==> config.mk <==
export PLATFORM = sky130hd
export DESIGN_NAME = alu_result_sel
export DESIGN_NICKNAME = d
export VERILOG_FILES = /design/src/rtl/alu_pkg.sv /design/src/rtl/alu_skid_buf.sv /design/src/rtl/alu_result_sel.sv
export SDC_FILE = /design/constraint.sdc
export NUM_CORES = 1
export LEC_CHECK = 0
export ABC_AREA = 1
export CAP_MARGIN = 0
export CELL_PAD_IN_SITES_DETAIL_PLACEMENT = 1
export CELL_PAD_IN_SITES_GLOBAL_PLACEMENT = 2
export CORE_ASPECT_RATIO = 1.2
export CORE_UTILIZATION = 22
export CTS_CLUSTER_SIZE = 16
export DETAILED_ROUTE_END_ITERATION = 10
export PLACE_DENSITY = 0.81
export SLEW_MARGIN = 20
export SYNTH_ARGS = -nofsm -noshare
export SYNTH_HDL_FRONTEND = slang
export SYNTH_SLANG_ARGS = --single-unit
export TNS_END_PERCENT = 1
==> constraint.sdc <==
create_clock -name clk -period 2.35 [get_ports clk]
set_input_delay 0.3525 -clock clk [delete_from_list [all_inputs] [get_ports clk]]
set_output_delay 0.3525 -clock clk [all_outputs]
set_load 0.01 [all_outputs]
==> src/rtl/alu_pkg.sv <==
// Shared definitions for the ALU result-selection path: default widths,
// output-buffer state encoding and the buffered entry layout.
package alu_pkg;

  localparam int ALU_IN_W  = 4;
  localparam int ALU_OUT_W = 8;
  localparam int ALU_N_CH  = 6;

  typedef enum logic [1:0] {
    EMPTY = 2'd0,
    ONE   = 2'd1,
    TWO   = 2'd2
  } buf_state_t;

  typedef struct packed {
    logic [ALU_OUT_W-1:0] data;
    logic                 zero;
    logic                 neg;
    logic                 err;
  } alu_entry_t;

endpackage

==> src/rtl/alu_skid_buf.sv <==
// Generic two-entry valid/ready buffer. in_ready and out_valid decode only the
// registered state, so there is no combinational path from out_ready to in_ready.
module alu_skid_buf
  import alu_pkg::*;
#(
  parameter int W = 8
) (
  input  logic         clk,
  input  logic         rst_n,
  input  logic [W-1:0] in_data,
  input  logic         in_valid,
  output logic         in_ready,
  output logic [W-1:0] out_data,
  output logic         out_valid,
  input  logic         out_ready
);

  buf_state_t   state_q;
  logic [W-1:0] head_q;
  logic [W-1:0] tail_q;
  logic         push_s;
  logic         pop_s;

  assign in_ready  = (state_q != TWO);
  assign out_valid = (state_q != EMPTY);
  assign out_data  = head_q;
  assign push_s    = in_valid && in_ready;
  assign pop_s     = out_valid && out_ready;

  // Occupancy FSM; head_q is always the oldest beat, tail_q the younger one in TWO.
  always_ff @(posedge clk or negedge rst_n) begin
    if (!rst_n) begin
      state_q <= EMPTY;
      head_q  <= '0;
      tail_q  <= '0;
    end else begin
      case (state_q)
        EMPTY: begin
          if (push_s) begin
            head_q  <= in_data;
            state_q <= ONE;
          end
        end
        ONE: begin
          if (push_s && pop_s) begin
            head_q <= in_data;
          end else if (push_s) begin
            tail_q  <= in_data;
            state_q <= TWO;
          end else if (pop_s) begin
            state_q <= EMPTY;
          end
        end
        TWO: begin
          if (pop_s) begin
            head_q  <= tail_q;
            state_q <= ONE;
          end
        end
        default: begin
          state_q <= EMPTY;
        end
      endcase
    end
  end

endmodule

==> src/rtl/alu_result_sel.sv <==
// Selects one ALU result channel, zero/sign-extends it, derives flags and
// flags illegal selects, then hands the beat to a two-entry output buffer.
module alu_result_sel
  import alu_pkg::*;
#(
  parameter int IN_W  = ALU_IN_W,
  parameter int OUT_W = ALU_OUT_W,
  parameter int N_CH  = ALU_N_CH,
  parameter int SEL_W = $clog2(N_CH)
) (
  input  logic                 clk,
  input  logic                 rst_n,
  input  logic [N_CH*IN_W-1:0] in_data,
  input  logic [N_CH-1:0]      ext_signed,
  input  logic [SEL_W-1:0]     sel,
  input  logic                 in_valid,
  output logic                 in_ready,
  output logic [OUT_W-1:0]     out_data,
  output logic                 out_zero,
  output logic                 out_neg,
  output logic                 out_err,
  output logic                 out_valid,
  input  logic                 out_ready,
  input  logic                 clr_err,
  output logic                 err_sel
);

  localparam int PW = OUT_W + 3;
  localparam logic [SEL_W:0] N_CH_L = (SEL_W + 1)'(N_CH);

  logic [IN_W-1:0]  chan_s;
  logic             sgn_s;
  logic             legal_s;
  logic [OUT_W-1:0] ext_s;
  logic             accept_s;
  logic [PW-1:0]    push_data_s;
  logic [PW-1:0]    head_s;
  logic             err_sel_q;

  assign legal_s = ({1'b0, sel} < N_CH_L);

  // One-hot AND-OR channel mux; an illegal select matches no channel and yields zero.
  always_comb begin
    chan_s = '0;
    sgn_s  = 1'b0;
    for (int c = 0; c < N_CH; c++) begin
      chan_s = chan_s | (in_data[c*IN_W +: IN_W] & {IN_W{sel == SEL_W'(c)}});
      sgn_s  = sgn_s | (ext_signed[c] & (sel == SEL_W'(c)));
    end
  end

  // Extend to OUT_W; the loop form also covers OUT_W == IN_W.
  always_comb begin
    ext_s = '0;
    ext_s[IN_W-1:0] = chan_s;
    for (int b = IN_W; b < OUT_W; b++) begin
      ext_s[b] = sgn_s & chan_s[IN_W-1];
    end
  end

  assign push_data_s = {ext_s, (ext_s == '0), ext_s[OUT_W-1], ~legal_s};
  assign accept_s    = in_valid && in_ready;

  alu_skid_buf #(
    .W(PW)
  ) u_buf (
    .clk      (clk),
    .rst_n    (rst_n),
    .in_data  (push_data_s),
    .in_valid (in_valid),
    .in_ready (in_ready),
    .out_data (head_s),
    .out_valid(out_valid),
    .out_ready(out_ready)
  );

  assign out_data = head_s[PW-1:3];
  assign out_zero = head_s[2];
  assign out_neg  = head_s[1];
  assign out_err  = head_s[0];

  // Sticky illegal-select flag; a new illegal accept beats a simultaneous clear.
  always_ff @(posedge clk or negedge rst_n) begin
    if (!rst_n) begin
      err_sel_q <= 1'b0;
    end else if (accept_s && !legal_s) begin
      err_sel_q <= 1'b1;
    end else if (clr_err) begin
      err_sel_q <= 1'b0;
    end
  end

  assign err_sel = err_sel_q;

endmodule

* Yosys cells after proc, flatten, opt, wreduce, memory -nomap -nowiden
Index checks and enable logic that the tools add are counted.
Storage, ports and cells: input bits 38, output and inout bits 14, flip-flop bits (word level) 22, logic and storage cells 69
Cells by class: bitwise gates (word level) 25, multiplexer cells 12, magnitude comparators 1, reduce and logical (&&, ||, !) cells 14, equal/unequal tests 13
Operators by type and width (count):
- $mux W11 | 3
- $pmux W11 S3 | 1
- $and A4 B4 Y4 | 6
- $or A4 B4 Y4 | 5
- $mux W2 | 5
- $logic_not A8 Y1 | 1
- $reduce_and A4 Y1 | 2
- $and A1 B1 Y1 | 7
- $eq A3 B2 Y1 const B | 2
- $eq A3 B3 Y1 const B | 2
- $ne A2 B2 Y1 const B | 3
- $pmux W2 S3 | 1
- $or A1 B1 Y1 | 5
- $logic_and A1 B1 Y1 | 4
- $ne A2 B1 Y1 const B | 2
- $reduce_bool A2 Y1 | 2
- $eq A3 B1 Y1 const B | 1
- $logic_not A3 Y1 | 1
- $lt A3 B3 Y1 const B | 1
- $ne A3 B2 Y1 const B | 1
- $reduce_and A3 Y1 | 1
- $reduce_bool A3 Y1 | 1
- $eq A2 B1 Y1 const B | 1
- $eq A2 B2 Y1 const B | 1
- 4 further kinds | 6

* Depth between registers and ports, before layout
Gate-level depths: netlist of run 1.
word-level depth 11, depth in mapped cells 11

* Modules after synthesis
A second synthesis of run 1 with hierarchy kept.
Second synthesis, totals: cells, all modules 229, area total of the unflattened synthesis 1559.0 µm²
Modules (own cells, without submodules):
- alu_skid_buf | area each 1143.6 µm², times used 1, seq. area each 600.6 µm², cells each 150
- alu_result_sel | area each 415.4 µm², times used 1, seq. area each 25.0 µm², cells each 79

* Worst setup path before layout of run 1
Ideal clock, no wire load.
kind flip-flop to flip-flop, start point reg u_buf.state_q[0], end point reg u_buf.head_q[2] (netlist: u_buf.out_data[2]), stages on the path, launching flop included 11, clock period less this slack 1.289 ns, arrival 1.172 ns, setup time 0.116 ns, required time 2.234 ns, slack 1.061 ns, path through dfrtp_1 nor2_1 inv_2 nand2_1 nor2_1 nand2_1 nand2_2 nand3_4 nor2_1 nand2_1 nand2_1
Between the ends: longest elaborated chain between the ends 5
Ends and longest elaborated chain:
- from (decl) | RTL line alu_skid_buf.sv:18 | buf_state_t state_q;
- from (signal assigned) | RTL line alu_skid_buf.sv:33 | state_q <= EMPTY;
- from (signal assigned) | RTL line alu_skid_buf.sv:41 | state_q <= ONE;
- from (signal assigned) | RTL line alu_skid_buf.sv:49 | state_q <= TWO;
- $reduce_bool A2 Y1 (*) | RTL line alu_skid_buf.sv:25 | assign out_valid = (state_q != EMPTY);
- via out_valid | RTL line alu_result_sel.sv:22 | output logic out_valid,
- $logic_and A1 B1 Y1 (*) | RTL line alu_skid_buf.sv:28 | assign pop_s = out_valid && out_ready;
- $logic_and A1 B1 Y1 | RTL line alu_skid_buf.sv:45 | if (push_s && pop_s) begin
- $ne A2 B1 Y1 (no line)
- $reduce_and A4 Y1 (no line) (*)
- to (signal assigned) | RTL line alu_skid_buf.sv:40 | head_q <= in_data;
- to (signal assigned) | RTL line alu_skid_buf.sv:46 | head_q <= in_data;
- to (signal assigned) | RTL line alu_skid_buf.sv:56 | head_q <= tail_q;
- to (decl) | RTL line alu_skid_buf.sv:19 | logic [W-1:0] head_q;
Mark *: on every way through the listed nets, which the timed path passes. The rest lies on a longest branch. A chain may end at the register's enable or synchronous reset.

* Worst setup path in the final report of run 1
start point reg u_buf.state_q[0], end point out in_ready
Between the ends: longest elaborated chain between the ends 1
Ends and longest elaborated chain:
- $ne A2 B2 Y1 | RTL line alu_skid_buf.sv:24 | assign in_ready = (state_q != TWO);
- to (decl) | RTL line alu_result_sel.sv:17 | output logic in_ready,
No other way between the ends.

==> impl_metrics.csv, run 1 <==
group,metric,value,unit
status,status,"finished, final reports clean",
sta,tns,0,ns
synthesis,ys.flop_type,"dfrtp_1",
sta,fmax,510,MHz
placement,pre_cts_slack,0.198,ns
clock_tree,postCtsSetupBuffers,0,
synthesis,synth_area_per_cell,6.89,sq um
sta,setup_viol,0,
clock_tree,cts_max_path_buffers,2,
clock_tree,cts_buffers,3,
run,drv_cap,0,
global_route,grt_max_degree,18,
critical_path,rr_worst_depth,8,
power_and_ir_drop,p_per_area,840,nW/um^2
synthesis,yosysSeqAreaShare,37.9,%
critical_path,worst_r2r_startpoint,"u_buf.state_q[0]$_DFFE_PN0P_",
synthesis,synth_edf_count,0,
die,coreArea,4900,sq um
placement,dp.cells,268,
route,drt_iter0_markers,25,
sta,relSlewSlack,74.5,%
finish,nNetsFinal,251,
route,drt-total-wl,3130,microns
finish,finalInstanceArea,1720,sq um
die,die_w,67.2,microns
clock_tree,insertion_delay,0.25,ns
synthesis,ys_ff_latch,17,
sta,holdWs,0.429,ns
sta,worst_pin_slew,0.382,ns
synthesis,synthesis.nets,201,
synthesis,yosysMostFrequentCell,"nand2_1",
route,route.detailed.drc,0,
synthesis,synth_cells,163,
min_path,min-delay-path-class,"input port to async pin",
sta,period_minus_slack,1.96,ns
power_and_ir_drop,leakage,0.804,nW
finish,area_growth,52.8,%
clock_tree,clk_pin_slew,0.07,ns
critical_path,cp_data_arrival_time,1.61,ns
critical_path,worstSetupStartpointType,"register",
route,antenna_left,0,
route,dr.pass1.iters,4,
finish,n_antenna_cell,0,
synthesis,synthArstFlopShare,100,%
synthesis,yosys.area.top_type,"dfrtp_1",
finish,drive_gt1_share,9.43,%
synthesis,synth_commonest_cells,"nand2_1 (43), nor2_1 (26), dfrtp_1 (17), nand3_1 (15), nand4_1 (10)",
die,fp.dieH,80.2,microns
sta,finalCritPeriodShare,83.4,%
die,pin_count,52,
synthesis,synthTopCellsByArea,"dfrtp_1 (38%), nand2_1 (14%), nor2_1 (8.7%), nand3_1 (6.7%), nand4_1 (5.6%)",
power_and_ir_drop,power,1.44,mW
route,vias,1207,
die,die_area,5390,sq um
clock_tree,cts.htree.levels,1,
synthesis,yosys_warnings,0,
sta,drv_slew,0,
sta,rsz0062_at_grt,"no",
placement,io_buffers,51,
clock_tree,cts_root_buffer,"clkbuf_8",
global_route,antenna_found_initial,0,
critical_path,cp-end-kind,"output port",
critical_path,r2r_slack,0.63,ns
route,vias_per_cell,4.44,
sta,final.setup_skew,0.00315,ns
finish,fillCellCount,622,
global_route,groute.usage.overall,13.4,%
placement,dp_hpwl,2710,microns
global_route,grt_overflow,0,
synthesis,synth_top_area_share,37.9,%
critical_path,worstSetupPathType,"register to output port",
critical_path,critical_path_required,2.00,ns
die,start_util,22.9,%
finish,finalNonFillerCells,272,
global_route,grt_pass1_wl,5660,microns
critical_path,startpoint,"u_buf.state_q[0]$_DFFE_PN0P_",
die,num_rows,28,
power_and_ir_drop,max-vdd-ir-drop,0.248,mV
placement,post_dp_cell_area,1670,sq um
sta,report.final.hold_viol_count,0,
route,wire_per_inst,11.5,microns
clock_tree,cts.sinks,17,
finish,final_util,35.0,%
global_route,grt_pass1_vias,1269,
critical_path,path_max_fanout,12,
clock_tree,postCtsResizedCells,0,
sta,setup_ws,0.391,ns
clock_tree,cts_tree,"done",
clock_tree,hold_buffers,0,
critical_path,r2r-end,"u_buf.out_data[6]$_DFFE_PN0P_",
placement,gp_congestion,0.761,
synthesis,ys_types,21,
synthesis,syn-cell-area,1120,sq um
==> per-layer routing <==
metal	track usage (%)	routed length [microns]	up-vias
met1	15.6	1330	531
met2	24.5	1620	38
li1	-	-	634
met3	1.56	143	4
met5	0	0	-
met4	4.47	44	0
==> cell type report <==
type                            instances  area [sq um]  share of cell area [%]
Timing Repair Buffer                   54           533                    31.1
Clock buffer                            4          45.0                    2.63
Tap cell                               60          75.1                    4.38
Inverter                               14          52.6                    3.06
Sequential cell                        17           425                    24.8
Multi-Input combinational cell        123           584                    34.1
==> logic make-up after synthesis <==
family / share of synthesized area, %
AOI/OAI and AO/OA: 11.5
and+or+nand+nor: 40.6
DFF: 37.9
buffers and inverters: 10.0
==> placed cells by master (no fill, tap or decap) <==
| master | instances |
|---|---|
| nand2_1 | 43 |
| a31oi_1 | 5 |
| clkbuf_1 | 1 |
| nor3_2 | 1 |
| o21ai_1 | 9 |
| clkdlybuf4s50_1 | 51 |
| o22ai_1 | 1 |
| nand2_2 | 3 |
| nand4_1 | 10 |
| o21ai_0 | 2 |
| clkbuf_8 | 3 |
| a21oi_1 | 4 |
| nor2_1 | 26 |
| a21oi_4 | 1 |
| inv_1 | 8 |
| inv_2 | 6 |
| dfrtp_1 | 17 |
| nor2_2 | 2 |
| nand3_1 | 15 |
| nand3_4 | 1 |
| buf_4 | 3 |
==> report_power, final <==
part | internal (mW) | leakage, nW | switching, mW
clock network | 0.120 | 0.0228 | 0.0953
registers | 0.419 | 0.213 | 0.0836
logic | 0.361 | 0.569 | 0.362
total | 0.900 | 0.804 | 0.541
==> state kept, by name (all words and copies together) (netlist names) <==
register and count:
u_buf.out_data 7, u_buf.tail_q 7, u_buf.state_q 2, err_sel 1
==> worst max-delay path, stage by stage (launching register included) <==
cell             delay (ns)
dfrtp_1                0.46
inv_2                  0.06
nand2_2                0.23
clkdlybuf4s50_1        0.60
==> worst max-delay path by stage <==
stage          depth (start not counted)                       endpoint  slack, ns
2_1_floorplan                         10  u_buf.out_data[2]$_DFFE_PN0P_       1.06
3_3_place_gp                          10  u_buf.out_data[2]$_DFFE_PN0P_       0.21
3_5_place_dp                          10  u_buf.out_data[2]$_DFFE_PN0P_       0.20
4_1_cts                                3                       in_ready       0.38
5_1_grt                               11  u_buf.out_data[2]$_DFFE_PN0P_       0.26
6_report                               3                       in_ready       0.39
No activity file was read; power rests on OpenSTA's default activity.
==> run 2, diff against run 1 <==
- CORE_UTILIZATION: 22 -> 21
- PLACE_DENSITY: 0.81 -> 0.78
- clock period: 2.35 -> 1.87 ns (I/O delays scaled with it)
==> impl_metrics.csv, run 2 (same netlist as run 1, synthesis figures left out) <==
group,metric,value,unit
clock_tree,postCtsSetupBuffers,0,
finish,final_common_cell,"clkdlybuf4s50_1",
placement,post_dp_cell_area,1750,sq um
critical_path,path_max_fanout,5,
sta,relSlewSlack,75.6,%
global_route,grt_max_degree,18,
power_and_ir_drop,power,1.85,mW
clock_tree,insertion_delay,0.25,ns
power_and_ir_drop,max-vdd-ir-drop,0.290,mV
global_route,antenna_found_initial,0,
placement,pre_cts_slack,-0.0790,ns
sta,worst_pin_slew,0.366,ns
clock_tree,cts.sinks,17,
route,dr.pass1.iters,4,
power_and_ir_drop,leakage,0.855,nW
finish,area_growth,60.2,%
die,die_w,68.7,microns
clock_tree,cts_tree,"done",
die,pin_count,52,
min_path,min-delay-path-class,"input port to async pin",
global_route,grt_pass1_wl,5820,microns
placement,gp_congestion,0.709,
clock_tree,cts.htree.levels,1,
critical_path,crit_chain,"inv_2 -> nand2_2 -> clkdlybuf4s50_1",
die,die_area,5640,sq um
clock_tree,cts_max_path_buffers,2,
power_and_ir_drop,p_per_area,1030,nW/um^2
global_route,grt_overflow,0,
finish,seq_area,425,sq um
global_route,groute.usage.overall,14.0,%
critical_path,cp-end-kind,"output port",
sta,fmax,567,MHz
die,num_rows,28,
placement,dp_hpwl,2960,microns
critical_path,worstPathBufferInverterCount,2,
finish,mostFrequentLayoutCells,"clkdlybuf4s50_1 (51), nand2_1 (43), nor2_1 (26)",
sta,finalCritPeriodShare,94.4,%
route,drt-total-wl,3390,microns
placement,io_buffers,51,
route,vias,1252,
run,drv_cap,0,
clock_tree,hold_buffers,0,
sta,final.setup_skew,0.00144,ns
route,vias_per_cell,4.42,
critical_path,worstSetupStartpointType,"register",
finish,finalInstanceArea,1800,sq um
route,wire_per_inst,12.0,microns
sta,report.final.hold_viol_count,0,
sta,setup_ws,0.106,ns
die,coreArea,5040,sq um
route,antenna_left,0,
route,route.detailed.drc,0,
die,start_util,22.2,%
status,status,"finished, final reports clean",
finish,drive_gt1_share,13.9,%
sta,setup_viol,0,
route,drt_iter0_markers,32,
clock_tree,cts_root_buffer,"clkbuf_8",
die,fp.dieH,82.1,microns
critical_path,cp_data_arrival_time,1.48,ns
sta,rsz0062_at_grt,"no",
critical_path,crit_slowest_cell,"clkdlybuf4s50_1",
critical_path,path_delay_family,"buffers and inverters",
critical_path,cp_slowest_stage_delay,0.56,ns
sta,period_minus_slack,1.76,ns
clock_tree,clk_pin_slew,0.06,ns
critical_path,critical_path_required,1.59,ns
critical_path,worstSetupPathType,"register to output port",
clock_tree,cts_buffers,3,
global_route,grt_pass1_vias,1286,
finish,multi_input_area,584,sq um
finish,n_antenna_cell,0,
sta,drv_slew,0,
finish,fillCellCount,654,
finish,nNetsFinal,262,
clock_tree,postCtsResizedCells,0,
[run 2: cell types whose count changed in the layout (fill, tap and decap cells not counted), sizes merged]
cell | before | now
buf | 3 | 14
[run 2: stage by stage]
| stage | util, % | instances | setup TNS (ns) | hold slack [ns] |
|---|---|---|---|---|
| floorplan | - | 163 | 0 | -0.0151 |
| global route | 35.6 | 283 | 0 | 0.397 |
| CTS | 35.6 | 283 | 0 | 0.387 |
| finish | 35.6 | 283 | 0 | 0.376 |
| global placement | 34.7 | 279 | -0.0444 | 0.470 |
| detailed placement | 34.7 | 279 | -0.0942 | 0.483 |
[run 2: worst paths after layout]
path,startpoint,to,slack [ns],cells past startpoint
max,u_buf.state_q[0]$_DFFE_PN0P_,in_ready,0.11,3
min,rst_n,u_buf.tail_q[0]$_DFFE_PN0P_,0.38,2
max reg2reg,u_buf.state_q[0]$_DFFE_PN0P_,u_buf.out_data[6]$_DFFE_PN0P_,0.34,8
min reg2reg,u_buf.out_data[2]$_DFFE_PN0P_,u_buf.out_data[2]$_DFFE_PN0P_,0.49,2
max in group asynchronous,rst_n,u_buf.out_data[9]$_DFFE_PN0P_,1.30,2
min in group clk,u_buf.out_data[2]$_DFFE_PN0P_,u_buf.out_data[2]$_DFFE_PN0P_,0.49,2
[run 2: power breakdown]
part / switching (mW) / internal (mW)
registers: 0.109 / 0.527
clock network: 0.122 / 0.151
logic: 0.461 / 0.476
[run 2: cell type report]
type | count | area share [%]
multi-input cells | 123 | 32.5
inverters | 14 | 2.92
flip-flops and latches | 17 | 23.7
repair buffers | 65 | 34.2
clock buffers | 4 | 2.51
well taps | 60 | 4.18
[run 2: worst register-to-register path: stages (launching register included)]
cell     delay [ns]
dfrtp_1        0.46
inv_2          0.06
nand2_2        0.15
nand2_2        0.11
nor2_1         0.11
nand2_1        0.11
a21oi_4        0.23
o21ai_1        0.11
o21ai_1        0.12
[run 2: per-layer routing]
| metal | part of all wire [%] | wire [microns] | GRT usage [%] | vias up |
|---|---|---|---|---|
| li1 | - | - | - | 654 |
| met2 | 54 | 1830 | 26.3 | 40 |
| met5 | 0 | 0 | 0 | - |
| met4 | 2.2 | 74 | 6.73 | 0 |
| met3 | 4.4 | 149 | 1.81 | 5 |
| met1 | 40 | 1350 | 14.9 | 553 |
==> run 3, diff against run 2 <==
- CAP_MARGIN: 0 -> 20
- CTS_BUF_LIST: unset -> sky130_fd_sc_hd__clkbuf_4 sky130_fd_sc_hd__clkbuf_8 sky130_fd_sc_hd__clkbuf_16
==> impl_metrics.csv, run 3 (same netlist as run 1, synthesis figures left out) <==
group,metric,value,unit
power_and_ir_drop,max-vdd-ir-drop,0.291,mV
placement,gp_congestion,0.709,
critical_path,critical_path_required,1.59,ns
critical_path,r2r_slack,0.34,ns
critical_path,cp_data_arrival_time,1.48,ns
sta,relSlewSlack,75.6,%
clock_tree,postCtsSetupBuffers,0,
global_route,groute.usage.overall,14.0,%
die,start_util,22.2,%
die,die_w,68.7,microns
status,status,"finished, final reports clean",
critical_path,path_max_fanout,5,
global_route,grt_max_degree,18,
critical_path,worstSetupPathType,"register to output port",
finish,nNetsFinal,262,
route,route.detailed.drc,0,
run,drv_cap,0,
route,vias,1252,
finish,seq_area,425,sq um
clock_tree,insertion_delay,0.25,ns
sta,rsz0062_at_grt,"no",
sta,drv_slew,0,
placement,io_buffers,51,
die,num_rows,28,
critical_path,worstSetupStartpointType,"register",
die,pin_count,52,
finish,n_antenna_cell,0,
global_route,antenna_found_initial,0,
critical_path,rr_worst_depth,8,
sta,period_minus_slack,1.76,ns
clock_tree,cts.htree.levels,1,
power_and_ir_drop,leakage,0.858,nW
placement,post_dp_cell_area,1750,sq um
global_route,grt_overflow,0,
sta,tns,0,ns
die,die_area,5640,sq um
die,coreArea,5040,sq um
finish,area_growth,60.5,%
route,antenna_left,0,
placement,dp_hpwl,2960,microns
critical_path,crit_slowest_cell,"clkdlybuf4s50_1",
finish,multi_input_area,584,sq um
finish,fillCellCount,652,
sta,fmax,567,MHz
sta,finalCritPeriodShare,94.3,%
route,drt_iter0_markers,32,
critical_path,worstPathBufferInverterCount,2,
critical_path,r2r-end,"u_buf.out_data[6]$_DFFE_PN0P_",
route,vias_per_cell,4.42,
sta,report.final.hold_viol_count,0,
clock_tree,clk_pin_slew,0.06,ns
clock_tree,postCtsResizedCells,0,
critical_path,crit_chain,"inv_2 -> nand2_2 -> clkdlybuf4s50_1",
route,dr.pass1.iters,4,
sta,holdWs,0.376,ns
clock_tree,cts.sinks,17,
clock_tree,cts_root_buffer,"clkbuf_8",
clock_tree,cts_buffers,3,
sta,setup_viol,0,
route,drt-total-wl,3400,microns
clock_tree,cts_tree,"done",
critical_path,worst_r2r_startpoint,"u_buf.state_q[0]$_DFFE_PN0P_",
clock_tree,hold_buffers,0,
min_path,min-delay-path-class,"input port to async pin",
global_route,grt_pass1_vias,1286,
sta,worst_pin_slew,0.366,ns
finish,finalInstanceArea,1800,sq um
route,wire_per_inst,12.0,microns
die,fp.dieH,82.1,microns
global_route,grt_pass1_wl,5820,microns
clock_tree,cts_max_path_buffers,2,
critical_path,path_delay_family,"buffers and inverters",
power_and_ir_drop,p_per_area,1030,nW/um^2
finish,drive_gt1_share,14.3,%
critical_path,cp_slowest_stage_delay,0.56,ns
critical_path,cp-end-kind,"output port",
finish,mostFrequentLayoutCells,"clkdlybuf4s50_1 (51), nand2_1 (43), nor2_1 (26)",
sta,final.setup_skew,0.000964,ns
finish,final_common_cell,"clkdlybuf4s50_1",
[run 3: final cells by class]
| cell class | count | area share, % |
|---|---|---|
| timing repair buffer | 65 | 34.2 |
| multi-input combinational | 123 | 32.4 |
| sequential | 17 | 23.6 |
| tap | 60 | 4.17 |
| inverter | 14 | 2.92 |
| clock buffer | 4 | 2.71 |
[run 3: how the worst max path moves through the flow]
| stage | startpoint | end | slack [ns] | cells past startpoint |
|---|---|---|---|---|
| final | u_buf.state_q[0]$_DFFE_PN0P_ | in_ready | 0.11 | 3 |
| after global routing | u_buf.state_q[0]$_DFFE_PN0P_ | in_ready | 0.02 | 3 |
| after CTS | u_buf.state_q[0]$_DFFE_PN0P_ | in_ready | 0.08 | 3 |
| after detailed placement | sel[0] | u_buf.out_data[2]$_DFFE_PN0P_ | -0.08 | 11 |
| after global placement | sel[0] | u_buf.out_data[2]$_DFFE_PN0P_ | -0.04 | 11 |
| after floorplan | u_buf.state_q[0]$_DFFE_PN0P_ | u_buf.out_data[2]$_DFFE_PN0P_ | 0.58 | 10 |
[run 3: through the flow]
step	total power, mW	worst slack, ns	std cells	utilization [%]
finish	1.86	0.106	283	35.7
global placement	1.58	-0.0384	279	34.7
floorplan	1.17	0.581	163	-
detailed placement	1.60	-0.0790	279	34.7
global route	2.03	0.0191	283	35.7
CTS	1.90	0.0833	283	35.7
[run 3: power by group]
part | switching [mW] | internal (mW)
sequential | 0.109 | 0.527
clock | 0.123 | 0.166
combinational | 0.460 | 0.476
total | 0.693 | 1.17
[run 3: metal layers]
metal | track usage [%] | vias to the layer above | part of all wire (%)
li1 | - | 654 | -
met3 | 1.81 | 5 | 4.4
met4 | 6.73 | 0 | 2.2
met5 | 0 | - | 0
met1 | 14.9 | 553 | 40
met2 | 26.3 | 40 | 54
